--- src/rtl/tt_um_ternary_sequencer.sv ---
// Command sequencer for the ternary matrix-vector engine: decodes bus opcodes
// and schedules weight load, multiply and result drain with bounded counters.
module tt_um_ternary_sequencer #(
    parameter int MAX_IN_LEN  = 16,
    parameter int MAX_OUT_LEN = 8,
    parameter int LOAD_WORDS  = 2*MAX_IN_LEN*MAX_OUT_LEN/16,
    parameter int MULT_CYCLES = 1
) (
    input  logic                           clk,
    input  logic                           rst_n,
    input  logic [15:0]                    ui_input,
    input  logic                           load_done,
    output logic                           load_ena,
    output logic                           mult_ena,
    output logic                           out_valid,
    output logic [$clog2(MAX_OUT_LEN)-1:0] out_idx,
    output logic                           weights_valid,
    output logic                           err,
    output logic                           busy,
    output logic [1:0]                     state
);
    localparam int IDX_W   = $clog2(MAX_OUT_LEN);
    localparam int CNT_MAX = (LOAD_WORDS > MULT_CYCLES) ?
                             ((LOAD_WORDS > MAX_OUT_LEN) ? LOAD_WORDS : MAX_OUT_LEN) :
                             ((MULT_CYCLES > MAX_OUT_LEN) ? MULT_CYCLES : MAX_OUT_LEN);
    localparam int CNT_W   = (CNT_MAX > 1) ? $clog2(CNT_MAX) : 1;

    localparam logic [CNT_W-1:0] LOAD_LAST = CNT_W'(LOAD_WORDS - 1);
    localparam logic [CNT_W-1:0] MULT_LAST = CNT_W'(MULT_CYCLES - 1);
    localparam logic [CNT_W-1:0] OUT_LAST  = CNT_W'(MAX_OUT_LEN - 1);

    localparam logic [3:0] OP_LOAD  = 4'hA;
    localparam logic [3:0] OP_MULT  = 4'hF;
    localparam logic [3:0] OP_ABORT = 4'h5;

    typedef enum logic [1:0] {
        S_IDLE  = 2'd0,
        S_LOAD  = 2'd1,
        S_MULT  = 2'd2,
        S_DRAIN = 2'd3
    } state_t;

    state_t           state_q, state_d;
    logic [CNT_W-1:0] cnt_q, cnt_d;
    logic             start_q, start_d;
    logic             rpt_q, rpt_d;
    logic             err_d, wv_d;
    logic [3:0]       opcode;

    assign opcode = ui_input[15:12];
    assign state  = state_q;

    always_ff @(posedge clk or negedge rst_n) begin
        if (!rst_n) begin
            state_q       <= S_IDLE;
            cnt_q         <= '0;
            start_q       <= 1'b0;
            rpt_q         <= 1'b0;
            err           <= 1'b0;
            weights_valid <= 1'b0;
            load_ena      <= 1'b0;
            mult_ena      <= 1'b0;
            out_valid     <= 1'b0;
            out_idx       <= '0;
            busy          <= 1'b0;
        end else begin
            state_q       <= state_d;
            cnt_q         <= cnt_d;
            start_q       <= start_d;
            rpt_q         <= rpt_d;
            err           <= err_d;
            weights_valid <= wv_d;
            // Strobes are registered from the next state so they line up with it.
            load_ena      <= (state_d == S_LOAD);
            mult_ena      <= (state_d == S_MULT) || (state_d == S_DRAIN);
            out_valid     <= (state_d == S_DRAIN);
            out_idx       <= (state_d == S_DRAIN) ? cnt_d[IDX_W-1:0] : '0;
            busy          <= (state_d != S_IDLE);
        end
    end

    always_comb begin
        state_d = state_q;
        cnt_d   = cnt_q;
        start_d = start_q;
        rpt_d   = rpt_q;
        err_d   = err;
        wv_d    = weights_valid;
        case (state_q)
            S_IDLE: begin
                case (opcode)
                    OP_LOAD: begin
                        start_d = ui_input[0];
                        rpt_d   = ui_input[1];
                        err_d   = 1'b0;
                        wv_d    = 1'b0;
                        cnt_d   = '0;
                        state_d = S_LOAD;
                    end
                    OP_MULT: begin
                        if (weights_valid) begin
                            rpt_d   = ui_input[1];
                            err_d   = 1'b0;
                            cnt_d   = '0;
                            state_d = S_MULT;
                        end else begin
                            err_d = 1'b1;
                        end
                    end
                    OP_ABORT: err_d = 1'b0;
                    default: ;
                endcase
            end
            S_LOAD: begin
                // Bus carries weight data here; only the loader's flag matters.
                if (cnt_q == LOAD_LAST && load_done) begin
                    wv_d    = 1'b1;
                    cnt_d   = '0;
                    state_d = start_q ? S_MULT : S_IDLE;
                end else if (cnt_q == LOAD_LAST || load_done) begin
                    err_d   = 1'b1;
                    wv_d    = 1'b0;
                    cnt_d   = '0;
                    state_d = S_IDLE;
                end else begin
                    cnt_d = cnt_q + 1'b1;
                end
            end
            S_MULT: begin
                if (cnt_q == MULT_LAST) begin
                    cnt_d   = '0;
                    state_d = S_DRAIN;
                end else begin
                    cnt_d = cnt_q + 1'b1;
                end
            end
            S_DRAIN: begin
                if (opcode == OP_ABORT) begin
                    rpt_d   = 1'b0;
                    err_d   = 1'b0;
                    cnt_d   = '0;
                    state_d = S_IDLE;
                end else if (cnt_q == OUT_LAST) begin
                    cnt_d   = '0;
                    state_d = rpt_q ? S_MULT : S_IDLE;
                end else begin
                    cnt_d = cnt_q + 1'b1;
                end
            end
            default: begin
                cnt_d   = '0;
                state_d = S_IDLE;
            end
        endcase
    end
endmodule

--- config.mk ---
export PLATFORM = sky130hd
export DESIGN_NAME = tt_um_ternary_sequencer
export DESIGN_NICKNAME = d
export VERILOG_FILES = /design/src/rtl/tt_um_ternary_sequencer.sv
export SDC_FILE = /design/constraint.sdc
export NUM_CORES = 1
export LEC_CHECK = 0
export CORE_MARGIN = 2
export CORE_UTILIZATION = 65
export DETAILED_ROUTE_END_ITERATION = 8
export DONT_BUFFER_PORTS = 1
export PLACE_DENSITY = 0.81
export SLEW_MARGIN = 10
export SYNTH_ARGS = -nofsm -noshare
export SYNTH_HDL_FRONTEND = slang
export SYNTH_SLANG_ARGS = --single-unit
--- constraint.sdc ---
create_clock -name clk -period 4.92 [get_ports clk]
set_clock_uncertainty 0.15 [all_clocks]
set_input_delay 0.984 -clock clk [delete_from_list [all_inputs] [get_ports clk]]
set_output_delay 0.984 -clock clk [all_outputs]
set_load 0.02 [all_outputs]
==> reports/results.ini <==
[clocking]
htree_levels = 1
numCtsBuffers = 3
ctsResizeCount = 0
clk_pin_slew_ns = 0.10
clk_latency_ns = 0.29
cts_sinks = 16
clockRootBuffer = clkbuf_4
clk_path_buf_depth = 2
cts_tree = built
cts_hold_buf = 0
postCtsSetupBuffers = 0

[die]
core_sq_um = 1350
dieArea_sq_um = 1810
ioPinCount = 30
die_h_um = 42.6
start_util = 0.716
die_w_um = 42.6
rows = 13

[critical_path]
worstPathRequired_ns = 3.79
path_class = reg -> out
cp.arrival_ns = 1.09
cp-start-kind = register
crit_fanout = 12
crit_path_end_kind = output port

[finish]
diodes = 0
layout-drive-gt1-share = 0.173
syn_to_final_growth_pct = 2.85
num-nets-final = 120
regMostFlops = cnt_q
reg_top3 = cnt_q: 4 flops, out_idx: 3 flops
largest_reg_flops = 4
fillerInstances = 101

[timing]
finalCritPeriodShare = 0.452
finalHoldViolCount = 0
setup_violations = 0
fin_hold_ws_ns = 0.222
worstMarginPinSlew_ns = 0.689
fin_crit_ns = 2.22
tns_ns = 0
rsz0062_at_grt = false
slew_violations = 0
slew_headroom = 0.541
timing.fmax_mhz = 450

[power_and_ir_drop]
leakage_uw = 0.000446
powerDensity_nw_per_um2 = 585
ir_drop_mv = 0.235

[grt]
overflow = 0
grt_first_pass_wirelength_um = 2990
grt_max_degree = 18
grt.total_usage = 0.219
antenna_found_initial = 0
grt_pass1_vias = 684

[status]
outcome = complete, no violations

[synthesis]
synthTopCellsByArea = dfrtp_1 (41%), nor2_1 (3.5%), nand3_1 (3.1%), nand2_1 (3.1%), o32ai_4 (2.8%)
synth_cells = 98
yosys.area.top_type_share = 0.414
yosys_warnings = 0
syn_nets = 119
synth_area_sq_um = 967
ys_seq_area_frac = 0.414
synth_edf_count = 0
netlist_top_cells_count = dfrtp_1 (16), nor2_1 (9), nand2_1 (8)
synth_top_area_cell = dfrtp_1
synth-main-ff-cell = dfrtp_1
synth_cell_types = 43
yosysMostFrequentCell = dfrtp_1
syn_area_per_cell_sq_um = 9.87
ys_ff_latch = 16
synth-async-reset-ratio = 1.00

[drt]
drc_errors = 0
drt_iter0_markers = 15
via_per_inst = 6.31
detail_route.wl_per_cell_um = 15.2
vias = 713
wl_um = 1720
postRouteAntennaNets = 0
first_pass_iters = 6

[placed_design]
gp_congestion = 0.826
dp_hpwl_um = 1240
io_buffers = 0

[min_path]
min_path_type = in -> async

[run]
drv_cap = 0

-- cell usage in the layout (no fill, tap or decap), types with 2 or more instances in the layout --
master / count
nand2_1: 8
nor2b_1: 3
clkbuf_4: 3
nand3_1: 6
nor2_1: 9
ha_1: 2
nor4_1: 2
a21oi_1: 2
and3_1: 3
inv_1: 5
o21ai_1: 4
dfrtp_1: 16
o21ai_0: 2
inv_2: 2
nor3b_1: 2
xnor2_1: 2
-- path summary, 6_finish.rpt --
path / end / startpoint / slack [ns] / cells after the start
max in group asynchronous: cnt_q[2] / rst_n / 4.32 / 0
worst max register to register: load_ena / mult_ena / 2.88 / 5
worst min register to register: start_q / start_q / 0.39 / 1
worst max-delay path: mult_ena / mult_ena / 2.70 / 0
min in group clk: start_q / start_q / 0.39 / 1
worst min-delay path: rpt_q / rst_n / 0.22 / 0
-- metal layers --
metal	share of wire	vias to the layer above	GRT usage
met5	0	-	0
met4	0.0082	0	0.0875
met1	0.48	337	0.297
li1	-	351	-
met2	0.47	23	0.332
met3	0.042	2	0.0517
-- power breakdown --
| group | total [uW] | internal [uW] | switching, uW |
|---|---|---|---|
| combinational | 223 | 103 | 120 |
| sequential | 271 | 173 | 97.3 |
| clock | 88.3 | 45.1 | 43.2 |
-- per-stage QoR --
stage	setup slack (ns)	instance area [sq um]	utilization	std cells	total power (uW)
detailed placement	2.69	958	0.710	109	494
CTS	2.72	995	0.737	113	582
global route	2.65	995	0.737	113	622
global placement	2.73	958	0.710	109	484
floorplan	2.82	967	-	98	464
finish	2.70	995	0.737	113	582
-- kinds of logic (layout without fill, tap and decap cells) --
group | Yosys count | after routing | share of synthesized area
compound gates | 23 | 23 | 0.223
xor+xnor | 2 | 2 | 0.0181
fa+ha+maj | 2 | 2 | 0.0259
buf+inv | 12 | 12 | 0.0634
flops | 16 | 16 | 0.414
mux | 1 | 1 | 0.0116
simple gates | 42 | 42 | 0.245
-- layout make-up --
type | count | area, sq um | share of cell area
well taps | 15 | 18.8 | 0.0189
flip-flops and latches | 16 | 400 | 0.403
clock buffers | 4 | 36.3 | 0.0365
repair buffers | 1 | 7.51 | 0.00755
multi-input cells | 70 | 505 | 0.508
inverters | 7 | 26.3 | 0.0264
Power figures use the tool's default switching activity.
